[config.mk]
export PLATFORM = sky130hd
export DESIGN_NAME = dac7624_seq
export DESIGN_NICKNAME = d
export VERILOG_FILES = /design/src/rtl/dac7624_pkg.sv /design/src/rtl/dac7624_tmr.sv /design/src/rtl/dac7624_seq.sv
export SDC_FILE = /design/constraint.sdc
export NUM_CORES = 1
export LEC_CHECK = 0
export BUFFER_PORTS_ARGS = -buffer_cell sky130_fd_sc_hd__buf_4
export CORE_UTILIZATION = 56
export DETAILED_ROUTE_END_ITERATION = 6
export HOLD_SLACK_MARGIN = 0.12
export PLACE_DENSITY_LB_ADDON = 0.12
export SKIP_CTS_REPAIR_TIMING = 1
export SYNTH_ARGS = -nofsm -noshare
export SYNTH_HDL_FRONTEND = slang
export SYNTH_SLANG_ARGS = --single-unit
export TNS_END_PERCENT = 30
[constraint.sdc]
create_clock -name clk -period 3.45 [get_ports clk]
set_input_delay 0.345 -clock clk [delete_from_list [all_inputs] [get_ports clk]]
set_output_delay 0.345 -clock clk [all_outputs]
set_load 0.01 [all_outputs]
[src/rtl/dac7624_pkg.sv]
// Shared types, register addresses and the channel-priority helper for the DAC7624 sequencer.
// No logic of its own; no latency or backpressure.
package dac7624_pkg;

   typedef enum logic [2:0] {IDLE, SETUP, CS, HOLD, LDAC, RESET} state_t;
   typedef logic [1:0] dac_ch_t;

   localparam logic [7:0] ADDR_CH0    = 8'h10;
   localparam logic [7:0] ADDR_CH1    = 8'h11;
   localparam logic [7:0] ADDR_CH2    = 8'h12;
   localparam logic [7:0] ADDR_CH3    = 8'h13;
   localparam logic [7:0] ADDR_CTRL   = 8'h14;
   localparam logic [7:0] ADDR_RAMP   = 8'h15;
   localparam logic [7:0] ADDR_STATUS = 8'h16;

   // Lowest set index wins; callers only use the result when d != 0.
   function automatic dac_ch_t lowest_dirty(input logic [3:0] d);
      dac_ch_t n;
      n = 2'd3;
      for (int i = 3; i >= 0; i--) begin
         if (d[i]) n = dac_ch_t'(i);
      end
      return n;
   endfunction

endpackage

[src/rtl/dac7624_tmr.sv]
// Loadable down-counter shared by every timed state of the sequencer.
// done is high in the last cycle of a LOAD-cycle interval starting in the cycle start is high.
// No backpressure; a new start restarts the interval.
module dac7624_tmr #(
   parameter int W = 8
) (
   input  logic         clk,
   input  logic         nres,
   input  logic         start,
   input  logic [W-1:0] load,
   output logic         done
);

   logic [W-1:0] cnt;
   logic [W-1:0] rem;

   // rem = cycles still to spend, including the current one
   assign rem  = start ? load : cnt;
   assign done = (rem <= W'(1));

   always_ff @(posedge clk or negedge nres) begin
      if (!nres) cnt <= '0;
      else       cnt <= (rem != '0) ? rem - W'(1) : '0;
   end

endmodule

[src/rtl/dac7624_seq.sv]
// DAC7624 sequencer: shadow regs -> timed nCS writes -> one nLDAC; ramp stepping under DAC_RAMP_EN.
// Host writes take effect next cycle; reads are registered with 1-cycle latency.
// No host backpressure: writes landing mid-batch re-dirty the channel and are folded into the same batch.
import dac7624_pkg::*;

module dac7624_seq #(
   parameter int CLK_FREQ     = 50000000,
   parameter int SETUP_CYCLES = 1,
   parameter int CS_CYCLES    = 3,
   parameter int HOLD_CYCLES  = 1,
   parameter int LDAC_CYCLES  = 3,
   parameter int RST_CYCLES   = 5
) (
   input  logic        clk,
   input  logic        nres,
   input  logic        we32,
   input  logic [7:0]  addr,
   input  logic [31:0] data_in32,
   output logic [31:0] data_out32,
   input  logic        startStep,
   output logic        READ,
   output logic        nCS,
   output logic        nRESET,
   output logic        nLDAC,
   output dac_ch_t     ch,
   output logic [11:0] data,
   output logic        busy,
   output logic        start_counter
);

   localparam logic [7:0] T_SETUP = 8'(SETUP_CYCLES);
   localparam logic [7:0] T_CS    = 8'(CS_CYCLES);
   localparam logic [7:0] T_HOLD  = 8'(HOLD_CYCLES);
   localparam logic [7:0] T_LDAC  = 8'(LDAC_CYCLES);
   localparam logic [7:0] T_RST   = 8'(RST_CYCLES);

   state_t      state;
   logic [11:0] shadow [4];
   logic [3:0]  dirty;
   logic        tmr_start, tmr_done;
   logic [7:0]  tmr_load;
   logic        ch_wr, ctrl_wr, srst, lat;
   dac_ch_t     nxt_ch;
   logic        ramp_en, overrun, step_ok, step_loaded;
   dac_ch_t     ramp_ch;
   logic [11:0] ramp_step, ramp_limit, ramp_val;
   logic [31:0] rd_val;

   assign READ    = 1'b0;
   assign ch_wr   = we32 && (addr[7:2] == ADDR_CH0[7:2]);
   assign ctrl_wr = we32 && (addr == ADDR_CTRL);
   assign srst    = ctrl_wr && data_in32[0];
   assign nxt_ch  = lowest_dirty(dirty);
   // IDLE holds off while the host is still writing channels so a burst forms one batch
   assign lat     = (dirty != 4'd0) && !srst &&
                    (((state == IDLE) && !ch_wr) || ((state == HOLD) && tmr_done));

`ifdef DAC_RAMP_EN
   logic        armed, ldac_exit, step_req, step_clash;
   dac_ch_t     step_ch;
   logic [12:0] ramp_sum;
   logic        unused_bits;

   assign ldac_exit  = (state == LDAC) && tmr_done && !srst;
   assign step_req   = startStep && ramp_en;
   assign step_clash = ch_wr && (addr[1:0] == ramp_ch);
   assign step_ok    = step_req && !armed && !step_clash && !srst;
   assign ramp_sum   = {1'b0, shadow[ramp_ch]} + {1'b0, ramp_step};
   assign ramp_val   = (ramp_sum > {1'b0, ramp_limit}) ? ramp_limit : ramp_sum[11:0];
   assign unused_bits = ^{32'(CLK_FREQ), data_in32[31:28], data_in32[15:12]};

   always_ff @(posedge clk or negedge nres) begin
      if (!nres) begin
         ramp_en     <= 1'b0;
         ramp_ch     <= '0;
         ramp_step   <= '0;
         ramp_limit  <= '0;
         overrun     <= 1'b0;
         armed       <= 1'b0;
         step_loaded <= 1'b0;
         step_ch     <= '0;
      end else begin
         if (ctrl_wr) begin
            ramp_en <= data_in32[2];
            ramp_ch <= data_in32[5:4];
            if (data_in32[3]) overrun <= 1'b0;
         end
         if (we32 && (addr == ADDR_RAMP)) begin
            ramp_step  <= data_in32[11:0];
            ramp_limit <= data_in32[27:16];
         end
         if (srst) begin
            armed       <= 1'b0;
            step_loaded <= 1'b0;
         end else begin
            if (step_req && (armed || step_clash)) overrun <= 1'b1;
            if (step_ok) begin
               armed   <= 1'b1;
               step_ch <= ramp_ch;
            end
            // the step counts as loaded once its channel is latched into a write cycle
            if (lat && armed && (nxt_ch == step_ch)) step_loaded <= 1'b1;
            if (ldac_exit && step_loaded) begin
               armed       <= 1'b0;
               step_loaded <= 1'b0;
            end
         end
      end
   end
`else
   logic unused_bits;

   assign ramp_en     = 1'b0;
   assign ramp_ch     = '0;
   assign ramp_step   = '0;
   assign ramp_limit  = '0;
   assign ramp_val    = '0;
   assign overrun     = 1'b0;
   assign step_ok     = 1'b0;
   assign step_loaded = 1'b0;
   assign unused_bits = ^{32'(CLK_FREQ), startStep, data_in32[31:12], data_in32[5:2]};
`endif

   always_ff @(posedge clk or negedge nres) begin
      if (!nres) begin
         shadow <= '{default: '0};
         dirty  <= '0;
      end else if (srst) begin
         shadow <= '{default: '0};
         dirty  <= '0;
      end else begin
         // later sets override the in-flight clear, so a same-cycle rewrite is not lost
         if (lat) dirty[nxt_ch] <= 1'b0;
         if (step_ok) begin
            shadow[ramp_ch] <= ramp_val;
            dirty[ramp_ch]  <= 1'b1;
         end
         if (ch_wr) begin
            shadow[addr[1:0]] <= data_in32[11:0];
            dirty[addr[1:0]]  <= 1'b1;
         end
         if (ctrl_wr && data_in32[1]) dirty <= 4'hF;
      end
   end

   always_comb begin
      rd_val = '0;
      case (addr)
         ADDR_CH0, ADDR_CH1, ADDR_CH2, ADDR_CH3: rd_val = {20'd0, shadow[addr[1:0]]};
         ADDR_CTRL:   rd_val = {26'd0, ramp_ch, 1'b0, ramp_en, 2'b00};
         ADDR_RAMP:   rd_val = {4'd0, ramp_limit, 4'd0, ramp_step};
         ADDR_STATUS: rd_val = {24'd0, dirty, 2'b00, overrun, busy};
         default:     rd_val = '0;
      endcase
   end

   always_ff @(posedge clk or negedge nres) begin
      if (!nres) data_out32 <= '0;
      else       data_out32 <= rd_val;
   end

   dac7624_tmr #(.W(8)) u_tmr (
      .clk   (clk),
      .nres  (nres),
      .start (tmr_start),
      .load  (tmr_load),
      .done  (tmr_done)
   );

   always_ff @(posedge clk or negedge nres) begin
      if (!nres) begin
         state         <= IDLE;
         nCS           <= 1'b1;
         nLDAC         <= 1'b1;
         nRESET        <= 1'b1;
         ch            <= '0;
         data          <= '0;
         busy          <= 1'b0;
         start_counter <= 1'b0;
         tmr_start     <= 1'b0;
         tmr_load      <= '0;
      end else begin
         tmr_start     <= 1'b0;
         start_counter <= 1'b0;
         if (srst) begin
            state     <= RESET;
            nCS       <= 1'b1;
            nLDAC     <= 1'b1;
            nRESET    <= 1'b0;
            busy      <= 1'b1;
            tmr_start <= 1'b1;
            tmr_load  <= T_RST;
         end else begin
            case (state)
               IDLE: if (lat) begin
                  state     <= SETUP;
                  ch        <= nxt_ch;
                  data      <= shadow[nxt_ch];
                  busy      <= 1'b1;
                  tmr_start <= 1'b1;
                  tmr_load  <= T_SETUP;
               end
               SETUP: if (tmr_done) begin
                  state     <= CS;
                  nCS       <= 1'b0;
                  tmr_start <= 1'b1;
                  tmr_load  <= T_CS;
               end
               CS: if (tmr_done) begin
                  state     <= HOLD;
                  nCS       <= 1'b1;
                  tmr_start <= 1'b1;
                  tmr_load  <= T_HOLD;
               end
               HOLD: if (tmr_done) begin
                  tmr_start <= 1'b1;
                  if (lat) begin
                     state    <= SETUP;
                     ch       <= nxt_ch;
                     data     <= shadow[nxt_ch];
                     tmr_load <= T_SETUP;
                  end else begin
                     state    <= LDAC;
                     nLDAC    <= 1'b0;
                     tmr_load <= T_LDAC;
                  end
               end
               LDAC: if (tmr_done) begin
                  state         <= IDLE;
                  nLDAC         <= 1'b1;
                  busy          <= 1'b0;
                  start_counter <= step_loaded;
               end
               RESET: if (tmr_done) begin
                  state  <= IDLE;
                  nRESET <= 1'b1;
                  busy   <= 1'b0;
               end
               default: state <= IDLE;
            endcase
         end
      end
   end

endmodule

==> key figures, run 1 <==
Drt
  • Drt via density: about 5.8
  • Vias: between 3,000 and 4,000
  • Antenna-violating nets left: 0
  • Metal2 WL: 5.52 mm
  • Drt pass-1 iters: 5
  • DRT iter0 DRCs: roughly 230
  • Routed wire per std cell: 17.0 um
  • Final WL: roughly 11 mm
  • Top sig layer: met4
  • Met3 WL: ~450 um
  • M1 WL: approximately 4.9 mm
  • Drt drc: 0

Pwr
  • Pwr Density: approximately 610 nW/um2
  • Power share of the combinational group: 31.9%
  • Net Sw Power: between 0.001 and 0.0015 W
  • Sw frac: 33.9%
  • Lkg Pwr: between 2 and 3 nW
  • VDD IR max: roughly 0.31 mV
  • Flop pwr share: between 40% and 50%
  • Internal power: approximately 0.0023 W
  • Power share of the clock group: between 20 and 25%

Setup path
  • Most frequent CP cell: a2bb2oi_1
  • Cells along the critical path: mux2_2, inv_1, ha_1, a2bb2oi_1, o211ai_1, a2bb2oi_1, nor2_2, buf_4, mux2_1
  • Crit-path max FO: 17
  • Crit path max-delay family: multiplexers
  • Worst Path Class, Setup: reg2reg
  • Critical Path AT: 3.34 ns
  • CP Data Required Time: about 3.7 ns
  • Worst path slowest cell: dfrtp_1
  • CP peak stage delay: approximately 0.7 ns
  • Worst setup SP type: flip-flop
  • Buffers and inverters on the worst path: 2
  • Critical Path Sink Type: flip-flop

Timing
  • Final hold vios: 0
  • Hold WS: approximately 0.25 ns
  • Worst-Margin Slew: between 0.9 and 1 ns
  • Final setup viols: 0
  • RSZ-0062 raised after global routing: no
  • Setup TNS Final: 0 ns
  • Min Tclk post-route: between 3 and 4 ns
  • Final Skew: around 0.011 ns
  • Slew Limit Fails: 0
  • Fin crit share: about nine tenths
  • Relative slew margins: 37.0%
  • Fmax: approximately 320 MHz

CTS
  • CTS tree: built
  • Clock sinks: 97
  • Clk slew on worst S/H paths: around 0.090 ns
  • Cts bufs inserted: 9
  • Clock latency on the worst-skew pair: ~0.36 ns
  • H-tree depth: 3
  • Root buffer cell: clkbuf_8
  • Clock Tree Buf Depth: 2

Die
  • Initial core utilization: 57.6%
  • Row count: 34
  • Die area: around 9400 um2
  • Core area: 8720 um2
  • Die height: about 97 um
  • IO Pins: between 90 and 100
  • Die width: about 97 um

Finish
  • Layout Cells excl Fill: around 640
  • Nets: just under 600
  • Layout cells sized above 1: a little over 20%
  • Fill cells: slightly above 700
  • Most frequent cells in the layout: 94 x dfrtp_1, 68 x nand2_1, 66 x buf_4, 50 x mux2i_1, 46 x nor2_1
  • Commonest non-fill, non-tap cell in the layout: dfrtp_1
  • Ant. Diodes: 0
  • Post-layout util: between 60% and 70%
  • Area grow syn2layout: 12.6%

Yosys
  • Synthesized netlist cell count: 488
  • Number of synthesized flops with an enable pin: 0
  • Synth Warn #: 0
  • Mapped cell area: about 5000 um2
  • Synth cell types: 48
  • Ys flop type: dfrtp_1
  • Asr flop ratio synth: between 90% and 100%
  • Yosys top cell area share: between 40% and 50%
  • Area contributors post-synth: dfrtp_1 47%, mux2i_1 10%, mux4_2 5.4%
  • Sequential-to-total area share from yosys stat: 48.4%
  • Avg Cell Area, Syn: around 10 um2
  • Synthesized flop and latch total: 97
  • Area leader, netlist: dfrtp_1

Run status
  • Outcome: finished, final reports clean

Flow run
  • Max cap viols: 0

GRT
  • Pin count of the biggest net entering global routing: between 40 and 50
  • Overflow after GRT: 0
  • Global Route Usage Sum: 24.3%
  • Antenna violations before repair: 0
  • First-pass GRT wire length: approximately 18 mm
  • Number of global-route vias before repair: between 3,000 and 4,000

Place
  • PortBufs: 52
  • Placed Instances: roughly 630
  • Post-detail-place hpwl: between 7 and 8 mm
  • Gp weighted congestion: ~0.8

Min path
  • HP Class: in2reg
## through the flow
step / worst slack (ns) / area, um2 / power, W
6_report: 0.354 / 5650 / 0.00347
3_5_place_dp: 0.413 / 5420 / 0.00265
3_3_place_gp: 0.464 / 5420 / 0.00261
2_1_floorplan: 0.621 / 5100 / 0.00226
4_1_cts: 0.411 / 5640 / 0.00349
5_1_grt: 0.222 / 5650 / 0.00367
## state kept, by name, summed over array words and instances (netlist names)
name,count
nLDAC,1
ch,2
busy,1
dirty,4
u_tmr.cnt,8
nCS,1
state,3
data,12
tmr_start,1
data_out32,12
tmr_load,3
shadow,48
nRESET,1
## routing by layer
layer | global-route usage, % | vias to the layer above
li1 | - | 1748
met1 | 33.3 | 1848
met2 | 39.8 | 101
met3 | 3.40 | 12
met4 | 8.50 | 0
met5 | 0 | -
## synth_stat cells, types with 6 or more instances
| cell type | instances |
|---|---|
| a21oi_1 | 28 |
| and2_1 | 7 |
| buf_2 | 7 |
| buf_4 | 23 |
| clkbuf_1 | 20 |
| dfrtp_1 | 94 |
| inv_1 | 8 |
| mux2_1 | 9 |
| mux2i_1 | 50 |
| mux4_2 | 12 |
| nand2_1 | 68 |
| nand3b_1 | 7 |
| nor2_1 | 46 |
| nor3_1 | 8 |
| o21ai_0 | 34 |
| or3_1 | 6 |
## kinds of logic after synthesis
logic type               after synthesis  synth area share (%)
buffers and inverters                 63                  6.90
adder cells (fa/ha/maj)                2                 0.498
flip-flops                            97                  48.4
AO/OA/AOI/OAI                         86                  10.1
AND/OR/NAND/NOR                      161                  15.1
other                                  1                0.0747
XOR/XNOR                               2                 0.349
multiplexers                          76                  18.5
## worst min-delay path: stages
cell	delay (ns)
buf_4	0.12
nand2_1	0.05
a21oi_1	0.05
## power by group through the flow
stage,Combinational [W],Clock [W],Sequential [W]
final,0.00111,0.000845,0.00152
after global routing,0.00122,0.000901,0.00155
after CTS,0.00111,0.000857,0.00152
after detailed placement,0.00111,0,0.00154
after global placement,0.00108,0,0.00153
after floorplan,0.000746,0,0.00151
## layout make-up
class	instances	area [um2]	share of cell area, %
clock inverters	4	76.3	1.35
clock buffers	11	151	2.68
flip-flops and latches	97	2430	43.0
multi-input cells	349	2320	41.1
inverters	8	30.0	0.531
repair buffers	67	505	8.94
well taps	108	135	2.39
## path summary, 6_finish.rpt
check / start / endpoint / slack, ns / depth (start not counted)
max in group asynchronous: nres / nLDAC$_DFFE_PN1P_ / 2.14 / 3
min reg2reg: nLDAC$_DFFE_PN1P_ / nLDAC$_DFFE_PN1P_ / 0.49 / 2
max reg2reg: tmr_start$_DFF_PN0_ / data[7]$_DFFE_PN0P_ / 0.35 / 9
max: tmr_start$_DFF_PN0_ / data[7]$_DFFE_PN0P_ / 0.35 / 9
min: data_in32[3] / shadow[3]$_DFFE_PN0P_ / 0.25 / 3
min in group asynchronous: nres / u_tmr.cnt[4]$_DFF_PN0_ / 0.49 / 2
No activity file was read; power rests on OpenSTA's default activity.
==> inputs of run 2 (changes only) <==
--- a/config.mk
+++ b/config.mk
@@ -6,8 +6,10 @@
 export NUM_CORES = 1
 export LEC_CHECK = 0
 export BUFFER_PORTS_ARGS = -buffer_cell sky130_fd_sc_hd__buf_4
+export CORE_ASPECT_RATIO = 0.75
 export CORE_UTILIZATION = 56
 export DETAILED_ROUTE_END_ITERATION = 6
+export GPL_TIMING_DRIVEN = 0
 export HOLD_SLACK_MARGIN = 0.12
 export PLACE_DENSITY_LB_ADDON = 0.12
 export SKIP_CTS_REPAIR_TIMING = 1
==> run 2 against run 1 <==
Effect of this change:
- the run now ends with DRC left
- worst hold slack about the same
- sequential cell count unchanged
- critical path depth is 2 higher
- total power increased by 8.9%
- sequential share of layout area shrank 2.1 points
- first-iteration DRC count rose by 36%
==> key figures, run 2 (same netlist as run 1, synthesis figures left out) <==
Run status
  • Outcome: finished, violations left
  • Failing checks: DRC

GRT
  • Busiest grt layer: met2
  • GR Util met3: 7.04% (+3.6 points)
  • Met1 Usage GRT: 39.5% (+6.1 points)
  • Number of global-route vias before repair: 3,709 (+5.2%)
  • Pin count of the biggest net entering global routing: 98 (+130%)
  • Global Route Usage Sum: 27.1% (+2.8 points)
  • First-pass GRT wire length: 19.5 mm (+9.3%)
  • Grt met2 use: 40.5% (+0.70 points)
  • Overflow after GRT: 0 (unchanged)
  • Antenna violations before repair: 1 (+1)

Drt
  • Drt drc: 18 (+18)
  • Routed wire per std cell: 17.8 um (+4.4%)
  • DRT iter0 DRCs: 309 (+36%)
  • Drt pass-1 iters: 7 (+2)
  • Drt via density: 5.82 (+1.0%)
  • Antenna-violating nets left: 0 (unchanged)
  • Vias: 3,974 (+7.1%)
  • Final WL: 12.2 mm (+11%)

Die
  • Die width: 111 um (+15%)
  • Initial core utilization: 58.6% (+1.1 points)
  • Row count: 29 (-15%)
  • IO Pins: 96 (unchanged)
  • Die height: 84.0 um (-13%)
  • Core area: 8560 um2 (-1.8%)
  • Die area: 9360 um2 (about the same)

Setup path
  • Cell count of the worst reg-to-reg path: 11 (+2)
  • Cells along the critical path: clkbuf_1, buf_2, mux2_2, inv_1, ha_1, a2bb2oi_1, o211ai_1, a2bb2oi_1, nor2_2, buf_6, mux2_1
  • Crit path depth: 11 (+2)
  • Reg-to-Reg End: data[9]$_DFFE_PN0P_
  • Critical Path AT: 3.41 ns (+0.07 ns)
  • Most frequent CP cell: a2bb2oi_1
  • Crit-path max FO: 10 (-7)
  • Critical Path Sink Type: flip-flop
  • Worst Path Class, Setup: reg2reg
  • Buffers and inverters on the worst path: 4 (+2)
  • Register-to-register setup slack: 0.25 ns (-0.10 ns)
  • Crit path max-delay family: buffers and inverters
  • Worst setup SP type: flip-flop
  • Worst path slowest cell: mux2_2
  • CP peak stage delay: 0.39 ns (-0.29 ns)
  • FF-to-FF Start: tmr_start$_DFF_PN0_
  • CP Data Required Time: 3.67 ns (-0.03 ns)

Timing
  • Setup TNS Final: 0 ns (unchanged)
  • Slew Limit Fails: 0 (unchanged)
  • Fmax: 313 MHz (-3.1%)
  • Worst-Margin Slew: 1.21 ns (+0.269 ns)
  • Final hold vios: 0 (unchanged)
  • Final Skew: 0.00513 ns (-0.00549 ns)
  • Relative slew margins: 19.5% (-17 points)
  • Fin crit share: 92.6% (+2.9 points)
  • RSZ-0062 raised after global routing: no
  • Min Tclk post-route: 3.20 ns (+0.100 ns)
  • Final setup viols: 0 (unchanged)

CTS
  • Cts bufs inserted: 9 (unchanged)
  • Clock sinks: 97 (unchanged)
  • Root buffer cell: clkbuf_16
  • Clk slew on worst S/H paths: 0.07 ns (-0.02 ns)
  • Clock latency on the worst-skew pair: 0.34 ns (-0.02 ns)
  • Clock Tree Buf Depth: 2 (unchanged)
  • CTS tree: built
  • H-tree depth: 3 (unchanged)

Finish
  • Area grow syn2layout: 18.3%
  • Ant. Diodes: 0 (unchanged)
  • Nets: 616 (+6.6%)
  • Max reg flops: 48 (unchanged)
  • Layout cells sized above 1: 22.1% (+1.8 points)
  • Top flop regs: shadow: 48 flops, data: 12 flops, data_out32: 12 flops
  • Top reg by flops: shadow
  • Post-layout util: 69.4% (+4.6 points)
  • Commonest non-fill, non-tap cell in the layout: dfrtp_1
  • Most frequent cells in the layout: 94 x dfrtp_1, 73 x buf_4, 68 x nand2_1, 50 x mux2i_1, 46 x nor2_1

Pwr
  • Pwr Density: 637 nW/um2 (+3.6%)
  • Lkg Pwr: 2.99 nW (+5.4%)
  • VDD IR max: 0.393 mV (+25%)

Place
  • Gp weighted congestion: 0.925 (+15%)
  • Post-detail-place hpwl: 8.41 mm (+16%)
  • PortBufs: 50 (-3.8%)

Flow run
  • Max cap viols: 0 (unchanged)

Min path
  • HP Class: in2async
-- run 2: cell types whose count changed in the layout (fill, tap and decap cells not counted), moves of 2 or more --
| cell | change |
|---|---|
| buf_1 | +3 |
| buf_2 | +8 |
| buf_4 | +7 |
| buf_6 | +2 |
| clkbuf_1 | +19 |
| clkbuf_16 | +9 |
| clkbuf_8 | -10 |
| clkinvlp_4 | +2 |
-- run 2: per-stage QoR --
stage | cell area (um2) | power [W] | instances | worst slack (ns) | hold WS (ns)
floorplan | 5100 | 0.00226 | 509 | 0.621 | 0.0494
global placement | 5610 | 0.00265 | 667 | 0.197 | 0.468
detailed placement | 5610 | 0.00270 | 667 | 0.103 | 0.476
CTS | 5940 | 0.00379 | 683 | 0.0947 | 0.267
global route | 5940 | 0.00397 | 683 | 0.0169 | 0.283
finish | 5940 | 0.00379 | 683 | 0.254 | 0.245
-- run 2: cell type report --
class / instances / area (um2)
Clock buffer: 10 / 239
Sequential cell: 97 / 2430
Timing Repair Buffer: 50 / 375
Buffer: 55 / 318
Fill cell: 652 / 2620
Tap cell: 108 / 135
Inverter: 8 / 30.0
Multi-Input combinational cell: 349 / 2320
Clock inverter: 6 / 91.3
-- run 2: power by group --
| part | leakage [nW] | internal (W) | switching [W] |
|---|---|---|---|
| combinational | 1.54 | 0.000520 | 0.000699 |
| sequential | 1.30 | 0.00135 | 0.000134 |
| clock | 0.151 | 0.000656 | 0.000429 |
-- run 2: worst max path at each step --
stage / startpoint / endpoint / slack [ns]
2_1_floorplan: tmr_start$_DFF_PN0_ / data[10]$_DFFE_PN0P_ / 0.62
3_3_place_gp: tmr_start$_DFF_PN0_ / data[9]$_DFFE_PN0P_ / 0.20
3_5_place_dp: tmr_start$_DFF_PN0_ / data[9]$_DFFE_PN0P_ / 0.10
4_1_cts: tmr_start$_DFF_PN0_ / data[9]$_DFFE_PN0P_ / 0.09
5_1_grt: tmr_start$_DFF_PN0_ / data[9]$_DFFE_PN0P_ / 0.02
6_report: tmr_start$_DFF_PN0_ / data[9]$_DFFE_PN0P_ / 0.25
-- run 2: per-layer routing --
| metal | share of wire (%) | routed length, um |
|---|---|---|
| met1 | 45 | 5450 |
| met4 | 1.0 | 125 |
| met3 | 9.2 | 1120 |
| met2 | 45 | 5460 |
| met5 | 0 | 0 |
-- run 2: worst register-to-register path, delay by kind of cell (launching register included) --
| kind | cells | cell delay (ns) |
|---|---|---|
| buffers and inverters | 4 | 0.80 |
| AO/OA/AOI/OAI | 3 | 0.76 |
| multiplexers | 2 | 0.72 |
| flip-flops | 1 | 0.32 |
| AND/OR/NAND/NOR | 1 | 0.25 |
| adder cells (fa/ha/maj) | 1 | 0.22 |
==> inputs of run 3 (changes only) <==
--- a/config.mk
+++ b/config.mk
@@ -6,7 +6,7 @@
 export NUM_CORES = 1
 export LEC_CHECK = 0
 export BUFFER_PORTS_ARGS = -buffer_cell sky130_fd_sc_hd__buf_4
-export CORE_ASPECT_RATIO = 0.75
+export CORE_ASPECT_RATIO = 1.4
 export CORE_UTILIZATION = 56
 export DETAILED_ROUTE_END_ITERATION = 6
 export GPL_TIMING_DRIVEN = 0
==> run 3 against run 2 <==
Effect of this change:
- the flow now finishes without violations
- sequential cell count did not move
- clock power fell by 14%
- sequential power about the same
- core utilization is 1.4 points lower
- non-clock buffer count stayed put
- wire length up 1.0%
- cell count shrank 0.44%
- sequential share of layout area is 0.36 points higher
- cell area is 0.88% lower
- total power is 4.5% lower
==> key figures, run 3 (same netlist as run 1, synthesis figures left out) <==
Run status
  • Outcome: finished, final reports clean

GRT
  • Overflow after GRT: 0 (unchanged)
  • First-pass GRT wire length: 18.9 mm (-3.4%)
  • Global Route Usage Sum: 27.9% (+0.81 points)
  • Pin count of the biggest net entering global routing: 98 (unchanged)
  • Number of global-route vias before repair: 3,686 (-0.62%)
  • Antenna violations before repair: 0 (-1)

Die
  • IO Pins: 96 (unchanged)
  • Die height: 114 um (+36%)
  • Row count: 40 (+38%)
  • Core area: 8660 um2 (+1.1%)
  • Die width: 82.0 um (-26%)
  • Die area: 9360 um2 (about the same)
  • Initial core utilization: 58.0% (-0.64 points)

Finish
  • Ant. Diodes: 0 (unchanged)
  • Area grow syn2layout: 17.3%
  • Area of the multi-input gates: 2330 um2 (+0.22%)
  • Most frequent cells in the layout: 94 x dfrtp_1, 73 x buf_4, 68 x nand2_1, 50 x mux2i_1, 46 x nor2_1
  • Commonest non-fill, non-tap cell in the layout: dfrtp_1
  • Top reg by flops: shadow
  • Layout cells sized above 1: 21.6% (-0.52 points)
  • Max reg flops: 48 (unchanged)
  • Register area: 2430 um2 (unchanged)
  • Fill cells: 696 (+6.7%)
  • Top flop regs: shadow: 48 flops, data: 12 flops, data_out32: 12 flops
  • Post-layout util: 68.0% (-1.4 points)
  • Nets: 616 (unchanged)

Pwr
  • VDD IR max: 0.505 mV (+28%)
  • Pwr Density: 614 nW/um2 (-3.6%)
  • Pwr Total: 0.00362 W (-4.5%)
  • Lkg Pwr: 2.97 nW (-0.61%)

CTS
  • Root buffer cell: clkbuf_16
  • Clock latency on the worst-skew pair: 0.35 ns (about the same)
  • Clk slew on worst S/H paths: 0.06 ns (about the same)
  • Cts bufs inserted: 9 (unchanged)
  • Clock Tree Buf Depth: 2 (unchanged)
  • H-tree depth: 3 (unchanged)
  • Clock sinks: 97 (unchanged)
  • CTS tree: built

Drt
  • Drt pass-1 iters: 4 (-3)
  • DRT iter0 DRCs: 333 (+7.8%)
  • M1 WL: 4.92 mm (-9.7%)
  • Final WL: 12.3 mm (+1.0%)
  • Drt via density: 5.75 (-1.2%)
  • Top sig layer: met4
  • Met3 WL: 635 um (-43%)
  • Metal2 WL: 6.38 mm (+17%)
  • Vias: 3,908 (-1.7%)
  • Antenna-violating nets left: 0 (unchanged)
  • Routed wire per std cell: 18.1 um (+1.5%)
  • Drt drc: 0 (-18)

Timing
  • Final hold vios: 0 (unchanged)
  • Final setup viols: 0 (unchanged)
  • Fmax: 309 MHz (-1.4%)
  • Hold WS: 0.242 ns (-0.00305 ns)
  • Min Tclk post-route: 3.24 ns (+0.0454 ns)
  • Worst-Margin Slew: 1.20 ns (-0.00759 ns)
  • Final Skew: 0.00588 ns (+0.000748 ns)
  • RSZ-0062 raised after global routing: no
  • Fin crit share: 93.9% (+1.3 points)
  • Relative slew margins: 20.0% (+0.51 points)
  • Slew Limit Fails: 0 (unchanged)

Setup path
  • Critical Path AT: 3.46 ns (+0.05 ns)
  • Worst setup SP type: flip-flop
  • Crit path depth: 11 (unchanged)
  • Worst Path Class, Setup: reg2reg
  • Cell count of the worst reg-to-reg path: 11 (unchanged)
  • Crit-path max FO: 10 (unchanged)
  • Worst path slowest cell: mux2_2
  • Buffers and inverters on the worst path: 4 (unchanged)
  • CP Data Required Time: 3.67 ns (about the same)
  • Cells along the critical path: clkbuf_1, clkbuf_2, mux2_2, inv_1, ha_1, a2bb2oi_1, o211ai_1, a2bb2oi_1, nor2_4, buf_6, mux2_1
  • Critical Path Sink Type: flip-flop
  • CP peak stage delay: 0.38 ns (about the same)
  • Most frequent CP cell: a2bb2oi_1
  • Crit path max-delay family: buffers and inverters

Flow run
  • Max cap viols: 0 (unchanged)

Place
  • Gp weighted congestion: 0.849 (-8.2%)
  • Post-detail-place hpwl: 8.28 mm (-1.6%)
  • PortBufs: 50 (unchanged)

Min path
  • HP Class: in2async
run 3: changes by cell type in the layout (fill, tap and decap cells not counted), sizes merged:
cell,before,now
buf,86,85
clkbuf,29,34
bufinv,2,0
clkinvlp,3,1
run 3: report_power, final:
part / switching (W) / internal, W / total (W)
logic: 0.000679 / 0.000520 / 0.00120
registers: 0.000132 / 0.00135 / 0.00148
clock network: 0.000410 / 0.000528 / 0.000938
total: 0.00122 / 0.00239 / 0.00362
run 3: area by class of cell:
cell class	instances	share of cell area, %
multi-input cells	349	39.5
flip-flops and latches	97	41.3
repair buffers	50	6.37
clock buffers	14	4.48
well taps	105	2.23
plain buffers	55	5.40
inverters	8	0.510
clock inverters	2	0.212
run 3: per-layer routing:
layer / global-route usage, % / up-vias
met3: 3.75 / 23
met5: 0 / -
met4: 11.9 / 0
met2: 47.2 / 137
met1: 35.4 / 1930
li1: - / 1818
run 3: path summary, 6_finish.rpt:
check,from,endpoint,slack [ns]
max reg2reg,tmr_start$_DFF_PN0_,data[4]$_DFFE_PN0P_,0.21
max,tmr_start$_DFF_PN0_,data[4]$_DFFE_PN0P_,0.21
min in group clk,data_in32[9],shadow[9]$_DFFE_PN0P_,0.27
max in group asynchronous,nres,shadow[11]$_DFFE_PN0P_,2.44
min,nres,u_tmr.cnt[3]$_DFF_PN0_,0.24
min reg2reg,nLDAC$_DFFE_PN1P_,nLDAC$_DFFE_PN1P_,0.48
run 3: worst register-to-register path: stages, from the launching register on:
cell	delay [ns]
dfrtp_1	0.32
clkbuf_1	0.24
clkbuf_2	0.29
mux2_2	0.39
inv_1	0.06
ha_1	0.22
a2bb2oi_1	0.24
o211ai_1	0.26
a2bb2oi_1	0.28
nor2_4	0.26
buf_6	0.23
mux2_1	0.35
run 3: per-stage QoR:
stage                     instances  instance area (um2)  worst slack (ns)  TNS (ns)
after floorplan                 509                 5100             0.621         0
after global placement          664                 5610            0.0354         0
after detailed placement        664                 5610           -0.0265    -0.188
after CTS                       680                 5880           -0.0289    -0.210
after global routing            680                 5890            0.0243         0
final                           680                 5890             0.209         0
